$ cat config.mk
export PLATFORM = sky130hd
export DESIGN_NAME = mem_arbiter
export DESIGN_NICKNAME = d
export VERILOG_FILES = /design/src/rtl/cache_arb_pkg.sv /design/src/rtl/arb_watchdog.sv /design/src/rtl/mem_arbiter.sv
export SDC_FILE = /design/constraint.sdc
export NUM_CORES = 1
export LEC_CHECK = 0
export ABC_CLOCK_PERIOD_IN_PS = 2250
export CELL_PAD_IN_SITES_DETAIL_PLACEMENT = 0
export CELL_PAD_IN_SITES_GLOBAL_PLACEMENT = 1
export CORE_AREA = 5 5 138 140
export DETAILED_ROUTE_END_ITERATION = 8
export DIE_AREA = 0 0 143 145
export PLACE_DENSITY = 0.85
export SYNTH_ARGS = -nofsm -noshare
export SYNTH_HDL_FRONTEND = slang
export SYNTH_SLANG_ARGS = --single-unit
$ cat constraint.sdc
create_clock -name iCLK -period 2.25 [get_ports iCLK]
set_input_delay 0.225 -clock iCLK [delete_from_list [all_inputs] [get_ports iCLK]]
set_output_delay 0.225 -clock iCLK [all_outputs]
set_load 0.01 [all_outputs]
$ cat src/rtl/cache_arb_pkg.sv
// Shared definitions for the I/D cache-to-memory arbiter: FSM state encoding,
// memory access-type codes and the data value returned on a watchdog abort.
package cache_arb_pkg;

  typedef enum logic [1:0] {
    IDLE  = 2'd0,
    GNT_I = 2'd1,
    GNT_D = 2'd2
  } arb_state_e;

  localparam logic RW_READ  = 1'b1;
  localparam logic RW_WRITE = 1'b0;

  localparam logic [63:0] ERR_DATA = '0;

endpackage

$ cat src/rtl/arb_watchdog.sv
// Memory-wait watchdog: counts granted cycles without an ack and flags expiry
// combinationally on the edge where the count would reach TIMEOUT.
module arb_watchdog #(
  parameter int unsigned TIMEOUT = 255
) (
  input  logic i_clk,
  input  logic i_rst,
  input  logic i_clr,
  input  logic i_en,
  output logic o_expire
);

  localparam int unsigned CW = $clog2(TIMEOUT + 1);

  logic [CW-1:0] r_cnt;

  always_ff @(posedge i_clk) begin
    if (!i_rst) begin
      r_cnt <= '0;
    end else if (i_clr) begin
      r_cnt <= '0;
    end else if (i_en) begin
      r_cnt <= r_cnt + 1'b1;
    end
  end

  // Expire on the increment that lands on TIMEOUT, so the request stays up exactly TIMEOUT cycles.
  assign o_expire = i_en && (r_cnt == CW'(TIMEOUT - 1));

endmodule

$ cat src/rtl/mem_arbiter.sv
// Round-robin arbiter sharing one memory port between an I-cache refill port
// and a D-cache read/write port, with a per-transaction watchdog abort.
module mem_arbiter
  import cache_arb_pkg::*;
#(
  parameter int unsigned ADDR_W  = 30,
  parameter int unsigned DATA_W  = 32,
  parameter int unsigned TIMEOUT = 255
) (
  input  logic              iCLK,
  input  logic              iRST,
  input  logic              iIReq,
  input  logic [ADDR_W-1:0] iIAddr,
  output logic [DATA_W-1:0] oIData,
  output logic              oIAck,
  input  logic              iDReq,
  input  logic              iDRW,
  input  logic [ADDR_W-1:0] iDAddr,
  input  logic [DATA_W-1:0] iDWData,
  output logic [DATA_W-1:0] oDData,
  output logic              oDAck,
  output logic              oMemReq,
  output logic              oMemRW,
  output logic [ADDR_W-1:0] oMemAddr,
  output logic [DATA_W-1:0] oMemWData,
  input  logic [DATA_W-1:0] iMemRData,
  input  logic              iMemAck,
  output logic              oErr
);

  arb_state_e r_state;
  logic       r_last_d;
  logic       w_ireq;
  logic       w_dreq;
  logic       w_grant_i;
  logic       w_grant_d;
  logic       w_busy;
  logic       w_expire;

  // A side whose ack is visible this cycle is still holding its request; ignore it once.
  assign w_ireq    = iIReq & ~oIAck;
  assign w_dreq    = iDReq & ~oDAck;
  assign w_grant_d = (r_state == IDLE) && w_dreq && (!w_ireq || !r_last_d);
  assign w_grant_i = (r_state == IDLE) && w_ireq && !w_grant_d;
  assign w_busy    = (r_state != IDLE);

  arb_watchdog #(
    .TIMEOUT (TIMEOUT)
  ) u_watchdog (
    .i_clk    (iCLK),
    .i_rst    (iRST),
    .i_clr    (w_grant_i | w_grant_d),
    .i_en     (w_busy & ~iMemAck),
    .o_expire (w_expire)
  );

  always_ff @(posedge iCLK) begin
    if (!iRST) begin
      r_state   <= IDLE;
      r_last_d  <= 1'b0;
      oIData    <= '0;
      oIAck     <= 1'b0;
      oDData    <= '0;
      oDAck     <= 1'b0;
      oMemReq   <= 1'b0;
      oMemRW    <= 1'b0;
      oMemAddr  <= '0;
      oMemWData <= '0;
      oErr      <= 1'b0;
    end else begin
      oIAck <= 1'b0;
      oDAck <= 1'b0;
      oErr  <= 1'b0;
      unique case (r_state)
        IDLE: begin
          if (w_grant_d) begin
            r_state   <= GNT_D;
            r_last_d  <= 1'b1;
            oMemReq   <= 1'b1;
            oMemRW    <= iDRW;
            oMemAddr  <= iDAddr;
            oMemWData <= iDWData;
          end else if (w_grant_i) begin
            r_state   <= GNT_I;
            r_last_d  <= 1'b0;
            oMemReq   <= 1'b1;
            oMemRW    <= RW_READ;
            oMemAddr  <= iIAddr;
            oMemWData <= '0;
          end
        end
        GNT_I, GNT_D: begin
          // An ack on the expiry edge wins: w_expire is already gated by ~iMemAck.
          if (iMemAck || w_expire) begin
            r_state <= IDLE;
            oMemReq <= 1'b0;
            oErr    <= ~iMemAck;
            if (r_state == GNT_I) begin
              oIAck  <= 1'b1;
              oIData <= iMemAck ? iMemRData : DATA_W'(ERR_DATA);
            end else begin
              oDAck <= 1'b1;
              if (!iMemAck) begin
                oDData <= DATA_W'(ERR_DATA);
              end else if (oMemRW == RW_READ) begin
                oDData <= iMemRData;
              end
            end
          end
        end
        default: r_state <= IDLE;
      endcase
    end
  end

endmodule

Yosys cells after proc, flatten, opt, wreduce, memory -nomap -nowiden --
Cells that the tools add are included.
Storage, ports and cells: register bits after elaboration 142, bits of input ports 130, output and inout port bits 131, logic and storage cells 70
Operators by class: add/subtract/negate cells 1, equality and inequality tests 6, mux-type cells 20, bitwise gates (word level) 9, reduce and logical (&&, ||, !) cells 22
Operators with widths (count):
- 2-to-1 mux 32 bit | 5
- 2-to-1 mux 30 bit | 2
- AND reduction 3 bit | 3
- adder 8 x 1 -> 8 bit, second input constant | 1
- == test 8 bit, second input constant | 1
- 2-to-1 mux 1 bit | 8
- 2-to-1 mux 2 bit | 3
- nonzero test 2 bit | 3
- logical AND 1 bit | 5
- inverter 1 bit | 5
- != test 2 bit, second input constant | 2
- one-hot mux 2 bit (2 select lines) | 1
- AND reduction 2 bit | 2
- AND reduction 4 bit | 1
- OR reduction 2 bit | 2
- bitwise AND 1 bit | 3
- logical NOT 1 bit | 3
- != test 3 bit, second input constant | 1
- == test 2 x 1 -> 1 bit, second input constant | 1
- == test 2 bit, second input constant | 1
- logical NOT 2 bit | 1
- logical OR 1 bit | 2
- one-hot mux 1 bit (2 select lines) | 1
- OR 1 bit | 1

Logic depth before layout (Yosys ltp) --
Gate-level depths: netlist (run 1).
depth in word-level cells 10, gate-level depth with buffers 8

Modules after synthesis --
Synthesis (run 1) repeated with hierarchy kept, for this count alone.
Second synthesis, totals: cell total of the unflattened synthesis 646, area total of the unflattened synthesis 5749.3 µm²
Modules (own cells, without submodules):
- mem_arbiter | instances 1, cells each 604, area an instance 5380.2 µm², sequential area each 2682.6 µm²
- arb_watchdog | instances 1, cells each 42, area an instance 369.1 µm², sequential area each 160.2 µm²

Worst setup path after synthesis (run 1) --
Ideal clock, no wire load.
path kind register -> register, start point register r_state[0], end point register oDData[10], setup time 0.117 ns, arrival 1.717 ns, required time 2.133 ns, path slack 0.416 ns, cell stages (with the launch flop) 9, path buffers 2, cells stage by stage dfxtp_1 > inv_1 > ha_1 > or2_1 > buf_6 > o31ai_4 > a31oi_4 > buf_6 > a22o_1
On the way: longest elaborated chain between the ends 5
Ends and longest elaborated chain:
- from (decl) | RTL line mem_arbiter.sv:31 | arb_state_e r_state;
- from (signal assigned) | RTL line mem_arbiter.sv:59 | r_state <= IDLE;
- from (signal assigned) | RTL line mem_arbiter.sv:77 | r_state <= GNT_D;
- from (signal assigned) | RTL line mem_arbiter.sv:84 | r_state <= GNT_I;
- nonzero test 2 bit | RTL line mem_arbiter.sv:45 | assign w_busy = (r_state != IDLE);
- bitwise AND 1 bit | RTL line mem_arbiter.sv:53 | .i_en (w_busy & ~iMemAck),
- logical AND 1 bit | RTL line arb_watchdog.sv:28 | assign o_expire = i_en && (r_cnt == CW'(TIMEOUT - 1));
- logical OR 1 bit | RTL line mem_arbiter.sv:94 | if (iMemAck || w_expire) begin
- AND reduction 4 bit (no line) *
- to (signal assigned) | RTL line mem_arbiter.sv:104 | oDData <= DATA_W'(ERR_DATA);
- to (signal assigned) | RTL line mem_arbiter.sv:106 | oDData <= iMemRData;
- to (decl) | RTL line mem_arbiter.sv:20 | output logic [DATA_W-1:0] oDData,
Every way passes the cells marked *; elsewhere a longest branch is shown, timed or not. A chain may end at the register's enable or synchronous reset.

Worst setup path in the final report (run 1) --
start point register r_state[0], end point register oIData[19]
On the way: longest elaborated chain between the ends 5
Ends and longest elaborated chain:
- nonzero test 2 bit | RTL line mem_arbiter.sv:45
- bitwise AND 1 bit | RTL line mem_arbiter.sv:53
- logical AND 1 bit | RTL line arb_watchdog.sv:28
- logical OR 1 bit | RTL line mem_arbiter.sv:94
- AND reduction 3 bit (no line) *
- to (signal assigned) | RTL line mem_arbiter.sv:100 | oIData <= iMemAck ? iMemRData : DATA_W'(ERR_DATA);
- to (decl) | RTL line mem_arbiter.sv:14 | output logic [DATA_W-1:0] oIData,
Marked as above.

==> summary.log, run 1 <==
INFO  cts            numCtsBuffers=17
INFO  cts            cts.hold.buffers_added=0
INFO  layout         post_route_core_utilization=48.0%
INFO  critical_path  critical_path.max_stage_delay=0.36ns
INFO  cts            tritoncts=yes
INFO  critical_path  crit_chain=inv_1 -> ha_1 -> or2_1 -> nor3_4 -> o31ai_4 -> buf_4 -> a22o_1
INFO  critical_path  kind_of_end_point_of_the_critical_path=flop
INFO  critical_path  worst_path_max_delay_cell=dfxtp_1
INFO  sta            number_of_slew_limit_violations_in_the_final_report=0
INFO  synth          area_share_of_fa_ha_maj_cells_after_synthesis=0.998%
INFO  power_and_ir_drop sequential_fraction_of_design_power=37.0%
INFO  drt            antenna_violating_nets_post_route=0
INFO  power_and_ir_drop static-leakage-power=3.33nW
INFO  critical_path  path_buf_inv=2
INFO  power_and_ir_drop net_switching=0.00238W
INFO  synth          syn_avg_cell_area=11.3µm²
INFO  global_routing grt_start_max_net_pins=46
INFO  drt            drt-pass1-iter-count=5
INFO  synth          synth_largest_type_area_fraction=56.7%
INFO  layout         commonest_cells_after_routing_fill_and_taps_aside=clkdlybuf4s50_1, dfxtp_1, a22o_1
INFO  critical_path  critPathArrivalTime=2.33ns
INFO  cts            clk-insertion-delay-late=0.41ns
INFO  power_and_ir_drop cellPowerDensity=979nW/µm²
INFO  synth          synthesized_area_fraction_occupied_by_ao_oa_aoi_and_oai_cells=25.6%
INFO  global_routing global_route.usage.total=14.8%
INFO  synth          postSynthRegisterBits=142
INFO  synth          largest_family_of_logic_cells_by_synthesized_area=compound AO/OA/AOI/OAI gates
INFO  global_routing overflow=0
INFO  sta            rsz_0062_raised_after_global_routing=false
INFO  cts            cts_sinks=142
INFO  place          finalWeightedCongestion=0.752
INFO  sta            slew-limit-headroom=70.2%
INFO  global_routing grt_pass1_vias=4515
INFO  drt            num_vias=4449
INFO  worst_hold_path hp-class=in -> reg
INFO  synth          synth_largest_area_cell=dfxtp_1
INFO  drt            avgRoutedWirePerCell=16.8µm
INFO  critical_path  crit_path_max_fanout=32
INFO  drt            vias_per_cell=4.72
INFO  sta            final_min_period_over_clock_period=90.2%
INFO  floorplan      floorplan.core_area=17700µm²
INFO  critical_path  timing.critical_path.required=2.55ns
INFO  power_and_ir_drop clockPowerShare=35.2%
INFO  sta            finalSetupViolCount=0
INFO  global_routing grt_first_pass_wirelength=24600µm
INFO  sta            final.setup.tns=0ns
INFO  sta            finalHoldViolations=0
INFO  drt            number_of_design_rule_violations_left_after_detail_routing=0
INFO  drt            route.final.wire_length=15800µm
INFO  critical_path  critical_path.top_delay_family=simple AND/OR/NAND/NOR gates
INFO  cts            post_cts_setup_repair_buffer_count=0
INFO  outcome        outcome=complete, no violations
INFO  flow_run       max-cap-violations=0
INFO  synth          mappedNetlistNets=577
INFO  floorplan      die-area=20700µm²
INFO  synth          yosys.area_share.xor_xnor=1.05%
INFO  drt            drt-initial-drc-count=179
INFO  power_and_ir_drop power_report.internal_total=0.00595W
INFO  layout         finalNetCount=835
INFO  power_and_ir_drop fin_total_pwr=0.00834W
INFO  synth          ys_seq_area_share=56.7%
INFO  sta            period_minus_slack=2.03ns
INFO  floorplan      initial_core_util=28.3%
INFO  sta            worst_slew_pin_tran=0.445ns
INFO  layout         final_layout_size_suffix_gt1_share=7.70%
INFO  sta            timing.fmax=0.493GHz
INFO  critical_path  setup.worst_path.class=reg -> reg
INFO  synth          async_reset_ff_share=0%
INFO  place          dp_hpwl=11600µm
INFO  synth          synth_top_cells_by_area=dfxtp_1, a22o_1, mux2i_1, a21oi_1, o21ai_0
INFO  synth          postSynth.topFlopCell=dfxtp_1
INFO  floorplan      placementRows=49
INFO  synth          synth.lib_cells_used.distinct=40
INFO  synth          post_synth_inst_count=443
INFO  cts            htree_levels=4
INFO  layout         antenna_diode_instance_count=0
INFO  floorplan      die_width=143µm
INFO  global_routing grt_antenna_before_repair=0
INFO  cts            cts_root_buffer=clkbuf_16
INFO  floorplan      chipHeight=145µm
INFO  synth          muxShareOfSynthArea=6.21%
INFO  layout         area.growth.synth_to_final=69.8%
INFO  synth          post_synth_instance_area=5010µm²
INFO  power_and_ir_drop comb_power_share=27.8%
INFO  floorplan      top_level_ports=261
INFO  cts            cts_resized=0
INFO  power_and_ir_drop power_switching_share=28.6%
INFO  cts            max-clock-path-buffers=2
INFO  synth          yosys.area_share.simple=5.04%
INFO  synth          synth_enable_flop_cells=0
INFO  layout         final_common_cell=clkdlybuf4s50_1
INFO  cts            clk_pin_slew=0.06ns
INFO  synth          yosys_warnings=0
INFO  sta            fin_skew=0.00819ns
INFO  critical_path  startpoint_type=flop
INFO  power_and_ir_drop vdd_ir_drop_max=0.000516V
INFO  place          port_buffers=260
INFO  critical_path  setup.reg_to_reg.worst_slack=0.22ns
-- path summary, 6_finish.rpt --
kind	startpoint	end	cells after the start
setup / recovery	r_state[0]	oIData[19]	7
hold / removal	iDWData[14]	oMemWData[14]	2
setup reg to reg	r_state[0]	oIData[19]	7
hold reg to reg	r_last_d	r_last_d	1
-- sequential cells by signal, summed over array words and instances, names as in the netlist --
| name | flops |
|---|---|
| oDAck | 1 |
| oDData | 32 |
| oErr | 1 |
| oIAck | 1 |
| oIData | 32 |
| oMemAddr | 30 |
| oMemRW | 1 |
| oMemReq | 1 |
| oMemWData | 32 |
| r_last_d | 1 |
| r_state | 2 |
| u_watchdog.r_cnt | 8 |
-- cell usage after synthesis, types with 2 or more instances --
cell and instances:
nor2_1 16, clkbuf_1 19, inv_1 6, o31ai_4 2, nand4_1 3, or3_1 2, xor2_1 3, dfxtp_1 142
nor3_1 3, nand2b_1 2, nand2_1 8, xnor2_1 3, a21oi_1 32, ha_1 4, o21ai_0 31, buf_2 7
nand3_1 4, buf_6 8, a22o_1 96, mux2i_1 30, nor2b_1 3
-- area by class of cell --
cell class                      instances  area, µm²
Inverter                                6       22.5
Fill cell                            1672       9210
Clock inverter                         12        160
Tap cell                              229        287
Sequential cell                       142       2840
Multi-Input combinational cell        260       1960
Timing Repair Buffer                  274       2780
Clock buffer                           20        457
-- logic make-up after synthesis --
logic type / after synthesis
multiplexers: 31
buffers and inverters: 41
flip-flops: 142
AO/OA/AOI/OAI: 170
adder cells (fa/ha/maj): 4
AND/OR/NAND/NOR: 49
XOR/XNOR: 6
-- power by group through the flow --
stage / logic [W] / clock network, W / registers [W]
2_1_floorplan: 0.000944 / 0 / 0.00328
3_3_place_gp: 0.00233 / 0 / 0.00312
3_5_place_dp: 0.00233 / 0 / 0.00313
5_1_grt: 0.00250 / 0.00313 / 0.00313
6_report: 0.00231 / 0.00293 / 0.00309
4_1_cts: 0.00235 / 0.00300 / 0.00309
-- through the flow --
| stage | setup slack (ns) | std cells | hold slack, ns | instance area, µm² |
|---|---|---|---|---|
| after floorplan | 0.416 | 443 | 0.350 | 5010 |
| after global placement | 0.301 | 911 | 0.436 | 7900 |
| after detailed placement | 0.233 | 911 | 0.445 | 7900 |
| after CTS | 0.228 | 943 | 0.384 | 8510 |
| after global routing | 0.114 | 943 | 0.388 | 8510 |
| final | 0.220 | 943 | 0.402 | 8510 |
-- metal layers --
metal | part of all wire (%) | GRT usage [%]
met1 | 41 | 17.1
met2 | 46 | 24.2
met3 | 12 | 7.80
met4 | 0.87 | 3.47
met5 | 0 | 0
Note: power is estimated with default switching activity, not from simulation.
==> run 2: changes to the inputs <==
CORE_AREA = 2 2 135 137   (was 5 5 138 140)
DIE_AREA = 0 0 137 139   (was 0 0 143 145)
==> run 2 against run 1 <==
Against the previous run:
- total power decreased by 2.9%
- sequential share of layout area rose by 0.40 points
- combinational power is essentially flat
- highest routed layer unchanged
- critical path depth down 1
- largest power group unchanged
- die area is 8.2% lower
- cell area fell by 1.2%
- critical path type unchanged
- flip-flop and latch count unchanged
==> summary.log, run 2 (same netlist as run 1, synthesis figures left out) <==
INFO  critical_path  critical_path.top_delay_family=compound AO/OA/AOI/OAI gates
INFO  sta            finalHoldViolations=0
INFO  cts            post_cts_setup_repair_buffer_count=0
INFO  global_routing global_route.usage.total=15.7%
INFO  drt            number_of_design_rule_violations_left_after_detail_routing=0
INFO  critical_path  path_buf_inv=1
INFO  cts            numCtsBuffers=17
INFO  place          finalWeightedCongestion=0.754
INFO  global_routing grt_first_pass_wirelength=23500µm
INFO  layout         fillers=1546
INFO  layout         seq_area=2840µm²
INFO  power_and_ir_drop fin_total_pwr=0.00809W
INFO  place          placed_cells_incl_taps=908
INFO  flow_run       max-cap-violations=0
INFO  worst_hold_path hp-class=in -> reg
INFO  drt            vias_per_cell=4.78
INFO  sta            finalSetupViolCount=0
INFO  cts            clk_pin_slew=0.06ns
INFO  layout         post_route_core_utilization=47.6%
INFO  critical_path  critPathArrivalTime=2.43ns
INFO  floorplan      die_width=137µm
INFO  floorplan      placementRows=49
INFO  critical_path  kind_of_end_point_of_the_critical_path=flop
INFO  drt            drt-pass1-iter-count=4
INFO  critical_path  timing.critical_path.required=2.60ns
INFO  sta            final_min_period_over_clock_period=92.2%
INFO  global_routing overflow=0
INFO  sta            worst_slew_pin_tran=0.926ns
INFO  critical_path  worst_path_max_delay_cell=a31oi_4
INFO  cts            cts.hold.buffers_added=0
INFO  place          dp_hpwl=11100µm
INFO  layout         finalNetCount=832
INFO  place          port_buffers=260
INFO  cts            htree_levels=4
INFO  floorplan      chipHeight=139µm
INFO  drt            avgRoutedWirePerCell=16.2µm
INFO  layout         final_layout_size_suffix_gt1_share=7.59%
INFO  sta            slew-limit-headroom=38.3%
INFO  critical_path  setup.worst_path.class=reg -> reg
INFO  layout         antenna_diode_instance_count=0
INFO  layout         multiInputGateArea=1960µm²
INFO  critical_path  crit_path_max_fanout=32
INFO  floorplan      floorplan.core_area=17700µm²
INFO  power_and_ir_drop vdd_ir_drop_max=0.000534V
INFO  layout         final_common_cell=clkdlybuf4s50_1
INFO  layout         commonest_cells_after_routing_fill_and_taps_aside=clkdlybuf4s50_1, dfxtp_1, a22o_1
INFO  cts            clk-insertion-delay-late=0.42ns
INFO  power_and_ir_drop static-leakage-power=3.27nW
INFO  layout         fin_cells=940
INFO  layout         biggestRegsByFlops=oDData: 32 flops, oIData: 32 flops, oMemWData: 32 flops
INFO  sta            fin_skew=0.00815ns
INFO  cts            tritoncts=yes
INFO  cts            max-clock-path-buffers=2
INFO  sta            final.setup.tns=0ns
INFO  drt            drt-initial-drc-count=141
INFO  global_routing grt_start_max_net_pins=57
INFO  critical_path  setup.reg_to_reg.worst_slack=0.18ns
INFO  drt            antenna_violating_nets_post_route=0
INFO  cts            cts_sinks=142
INFO  critical_path  crit_chain=inv_1 -> ha_1 -> nand3_1 -> o31ai_4 -> a31oi_4 -> a22o_1
INFO  layout         area.growth.synth_to_final=67.8%
INFO  floorplan      initial_core_util=28.4%
INFO  sta            rsz_0062_raised_after_global_routing=false
INFO  global_routing grt_antenna_before_repair=0
INFO  global_routing grt_pass1_vias=4509
INFO  cts            cts_resized=0
INFO  outcome        outcome=complete, no violations
INFO  sta            period_minus_slack=2.07ns
INFO  floorplan      top_level_ports=261
INFO  sta            timing.fmax=0.482GHz
INFO  critical_path  startpoint_type=flop
INFO  power_and_ir_drop cellPowerDensity=962nW/µm²
INFO  floorplan      die-area=19000µm²
INFO  drt            route.final.wire_length=15200µm
INFO  critical_path  critical_path.max_stage_delay=0.77ns
INFO  cts            cts_root_buffer=clkbuf_16
INFO  drt            num_vias=4496
INFO  sta            number_of_slew_limit_violations_in_the_final_report=0
## run 2: through the flow
step / hold slack [ns] / instance area (µm²) / setup WS (ns)
6_report: 0.400 / 8410 / 0.176
4_1_cts: 0.373 / 8410 / 0.0999
2_1_floorplan: 0.350 / 5010 / 0.416
3_3_place_gp: 0.438 / 7840 / 0.0429
3_5_place_dp: 0.440 / 7840 / 0.0120
5_1_grt: 0.380 / 8410 / 0.0353
## run 2: power by group
group	internal (W)	leakage [nW]	total (W)	switching [W]
logic	0.00124	1.84	0.00230	0.00106
clock network	0.00147	0.271	0.00269	0.00123
registers	0.00289	1.16	0.00310	0.000209
total	0.00560	3.27	0.00809	0.00249
## run 2: area by class of cell
type	instances	area share (%)
clock inverter	15	1.76
multi-input combinational	260	23.4
tap	229	3.41
sequential	142	33.8
clock buffer	17	5.06
inverter	6	0.268
timing repair buffer	271	32.4
## run 2: worst paths after layout
| path | start | end | cells after the start |
|---|---|---|---|
| setup / recovery | u_watchdog.r_cnt[0] | oDData[16] | 6 |
| hold / removal | iDWData[14] | oMemWData[14] | 2 |
| setup reg to reg | u_watchdog.r_cnt[0] | oDData[16] | 6 |
| hold reg to reg | r_last_d | r_last_d | 1 |
## run 2: layer usage
metal | vias up | part of all wire (%) | global-route usage (%)
met1 | 2130 | 42 | 17.8
met5 | - | 0 | 0
met4 | 0 | 1.3 | 5.05
met3 | 12 | 8.6 | 6.21
met2 | 192 | 48 | 26.9
li1 | 2162 | - | -
==> run 3: changes to the inputs <==
ABC_CLOCK_PERIOD_IN_PS = 2500   (was 2250)
CORE_AREA = 2 2 105 107   (was 2 2 135 137)
DIE_AREA = 0 0 107 109   (was 0 0 137 139)
DONT_BUFFER_PORTS = 1   (was not set)
GPL_TIMING_DRIVEN = 0   (was not set)
PLACE_DENSITY = 0.86   (was 0.85)
clock period = 2.5 ns   (was 2.25 ns; I/O delays follow)
==> run 3 against run 2 <==
Against the previous run:
- the flow now stops in clock tree synthesis (4_1_cts)
- synthesized cell count did not move
- synthesized area did not move
==> summary.log, run 3 <==
INFO  synth          postSynthRegisterBits=142
INFO  outcome        failed_stage=clock tree synthesis (4_1_cts)
INFO  synth          postSynth.topFlopCell=dfxtp_1
INFO  synth          async_reset_ff_share=0%
INFO  cts            cts.hold.buffers_added=123
INFO  synth          syn_avg_cell_area=11.3µm²
INFO  cts            cts_root_buffer=clkbuf_8
INFO  synth          synth_enable_flop_cells=0
INFO  cts            cts_sinks=142
INFO  place          dp_hpwl=9410µm
INFO  floorplan      chipHeight=109µm
INFO  synth          post_synth_inst_count=443
INFO  synth          mappedNetlistNets=577
INFO  cts            max-clock-path-buffers=2
INFO  synth          ys_seq_area_share=56.7%
INFO  floorplan      top_level_ports=261
INFO  synth          synth_largest_area_cell=dfxtp_1
INFO  place          port_buffers=0
INFO  synth          synth_largest_type_area_fraction=56.7%
INFO  cts            htree_levels=4
INFO  place          placed_cells_incl_taps=583
INFO  synth          post-synth-top-count-cell=dfxtp_1
INFO  synth          synth_top_cells_by_area=dfxtp_1, a22o_1, mux2i_1, a21oi_1, o21ai_0
INFO  floorplan      initial_core_util=47.3%
INFO  cts            numCtsBuffers=17
INFO  synth          post_synth_instance_area=5010µm²
INFO  place          finalWeightedCongestion=0.805
INFO  floorplan      die_width=107µm
INFO  synth          yosys_warnings=0
INFO  synth          synth_top_cells_by_count=dfxtp_1, a22o_1, a21oi_1
INFO  cts            cts_resized=0
INFO  outcome        outcome=aborted with a tool error
INFO  cts            post_cts_setup_repair_buffer_count=0
INFO  synth          synth.lib_cells_used.distinct=40
INFO  outcome        firstError=[ERROR RSZ-0060] Max buffer count reached.
INFO  floorplan      placementRows=38
[run 3: cells by family after synthesis]
group / count (synthesis) / share of synthesized area, %
adder cells (fa/ha/maj): 4 / 0.998
AND/OR/NAND/NOR: 49 / 5.04
multiplexers: 31 / 6.21
AO/OA/AOI/OAI: 170 / 25.6
XOR/XNOR: 6 / 1.05
buffers and inverters: 41 / 4.44
flip-flops: 142 / 56.7
[run 3: metrics by stage]
stage                     setup slack [ns]  instance area (µm²)
after floorplan                      0.666                 5010
after detailed placement             0.463                 5190
after global placement               0.486                 5190
==> run 4: changes to the inputs <==
CELL_PAD_IN_SITES_DETAIL_PLACEMENT = not set   (was 0)
CELL_PAD_IN_SITES_GLOBAL_PLACEMENT = not set   (was 1)
CORE_AREA = 2 2 115 117   (was 2 2 105 107)
DIE_AREA = 0 0 117 119   (was 0 0 107 109)
PLACE_DENSITY = not set   (was 0.86)
PLACE_DENSITY_LB_ADDON = 0.15   (was not set)
==> run 4 against run 3 <==
Against the previous run:
- the flow now finishes without violations
==> summary.log, run 4 (same netlist as run 1, synthesis figures left out) <==
INFO  critical_path  setup.worst_path.class=reg -> reg
INFO  place          dp_hpwl=9620µm
INFO  drt            antenna_violating_nets_post_route=0
INFO  layout         finalNetCount=661
INFO  outcome        outcome=complete, no violations
INFO  layout         final_layout_size_suffix_gt1_share=9.63%
INFO  drt            routed.top_layer=met4
INFO  sta            number_of_slew_limit_violations_in_the_final_report=0
INFO  sta            rsz_0062_raised_after_global_routing=false
INFO  sta            layout_setup_ws=0.469ns
INFO  floorplan      initial_core_util=38.9%
INFO  global_routing overflow=0
INFO  cts            cts_resized=0
INFO  place          finalWeightedCongestion=0.717
INFO  critical_path  crit_chain=inv_1 -> ha_1 -> nand2_1 -> nor2_1 -> clkbuf_1 -> a22o_1
INFO  global_routing grt_antenna_before_repair=0
INFO  cts            clk_pin_slew=0.06ns
INFO  critical_path  crit_path_max_fanout=10
INFO  sta            finalHoldViolations=0
INFO  sta            finalSetupViolCount=0
INFO  global_routing global_route.usage.total=19.2%
INFO  cts            tritoncts=yes
INFO  place          port_buffers=0
INFO  sta            fin_skew=0.00806ns
INFO  drt            route.final.wire_length=13600µm
INFO  drt            wl_met3=1320µm
INFO  drt            wirelength_met1=5370µm
INFO  sta            worst_slew_pin_tran=0.500ns
INFO  sta            final_min_period_over_clock_period=81.2%
INFO  layout         commonest_cells_after_routing_fill_and_taps_aside=dfxtp_1, a22o_1, dlygate4sd3_1
INFO  global_routing grt_start_max_net_pins=17
INFO  critical_path  critical_path.max_stage_delay=0.45ns
INFO  sta            final.setup.tns=0ns
INFO  floorplan      floorplan.core_area=12900µm²
INFO  global_routing grt_first_pass_wirelength=20500µm
INFO  cts            cts_sinks=142
INFO  drt            avgRoutedWirePerCell=19.0µm
INFO  critical_path  path_buf_inv=2
INFO  cts            numCtsBuffers=17
INFO  drt            num_vias=3832
INFO  cts            cts_root_buffer=clkbuf_16
INFO  cts            max-clock-path-buffers=2
INFO  cts            clk-insertion-delay-late=0.41ns
INFO  layout         area.growth.synth_to_final=29.3%
INFO  power_and_ir_drop vdd_ir_drop_max=0.000473V
INFO  flow_run       max-cap-violations=0
INFO  global_routing grt_pass1_vias=3948
INFO  layout         biggestRegsByFlops=oDData: 32 flops, oIData: 32 flops, oMemWData: 32 flops
INFO  floorplan      die_width=117µm
INFO  power_and_ir_drop cellPowerDensity=1030nW/µm²
INFO  sta            period_minus_slack=2.03ns
INFO  critical_path  kind_of_end_point_of_the_critical_path=flop
INFO  power_and_ir_drop static-leakage-power=2.63nW
INFO  critical_path  worstSetupStartpoint=r_state[0]
INFO  layout         fillers=1158
INFO  critical_path  setup.reg_to_reg.worst_slack=0.47ns
INFO  layout         final_common_cell=dfxtp_1
INFO  critical_path  worst_path_max_delay_cell=clkbuf_1
INFO  sta            timing.fmax=0.492GHz
INFO  worst_hold_path hp-class=in -> reg
INFO  layout         antenna_diode_instance_count=0
INFO  drt            drt-initial-drc-count=135
INFO  critical_path  r2r_start=r_state[0]
INFO  floorplan      die-area=13900µm²
INFO  place          dpl_worst_slack=0.469ns
INFO  drt            wl_met2=6610µm
INFO  critical_path  critPathArrivalTime=2.38ns
INFO  worst_hold_path hold_start=iDAddr[3]
INFO  floorplan      placementRows=42
INFO  floorplan      chipHeight=119µm
INFO  cts            htree_levels=4
INFO  critical_path  timing.critical_path.required=2.85ns
INFO  drt            vias_per_cell=5.35
INFO  sta            slew-limit-headroom=66.7%
INFO  drt            drt-pass1-iter-count=4
INFO  floorplan      top_level_ports=261
INFO  drt            number_of_design_rule_violations_left_after_detail_routing=0
INFO  critical_path  startpoint_type=flop
INFO  critical_path  critical_path.top_delay_family=buffers and inverters
INFO  sta            worst_case_hold_slack=0.0427ns
==> run 4: area by class of cell <==
| cell class | count | area (µm²) | area share, % |
|---|---|---|---|
| flip-flops and latches | 142 | 2840 | 43.8 |
| multi-input cells | 260 | 1950 | 30.0 |
| repair buffers | 65 | 651 | 10.0 |
| clock buffers | 20 | 467 | 7.20 |
| well taps | 176 | 220 | 3.40 |
| plain buffers | 35 | 200 | 3.09 |
| clock inverters | 12 | 134 | 2.06 |
| inverters | 6 | 22.5 | 0.347 |
==> run 4: report_power, final <==
group	total (W)	switching, W	leakage [nW]	internal (W)
Combinational	0.00117	0.000664	1.18	0.000502
Sequential	0.00301	0.000403	1.16	0.00260
Clock	0.00252	0.000964	0.293	0.00155
==> run 4: stage by stage <==
step	util, %	cell area [µm²]	power (W)	instances
floorplan	-	5010	0.00380	443
global placement	40.7	5230	0.00411	619
detailed placement	40.7	5230	0.00414	619
CTS	50.4	6480	0.00677	716
global route	50.4	6480	0.00703	716
finish	50.4	6480	0.00669	716
==> run 4: what timing repair did <==
item | 4_1_cts | 5_1_grt
buffers inserted | 0 | 0
hold buffers | 65 | 0
hold endpoints to repair | 97 | 0
==> run 4: metal layers <==
layer / global-route usage (%) / vias to the layer above
met5: 0 / -
met4: 8.53 / 0
met3: 7.23 / 21
met2: 32.7 / 193
met1: 21.0 / 1804
li1: - / 1814
==> run 4: path summary, 6_finish.rpt <==
check                              endpoint  cells after the start
worst max-delay path             oIData[24]                      6
worst min-delay path            oMemAddr[3]                      2
worst max register to register   oIData[24]                      6
worst min register to register     r_last_d                      1
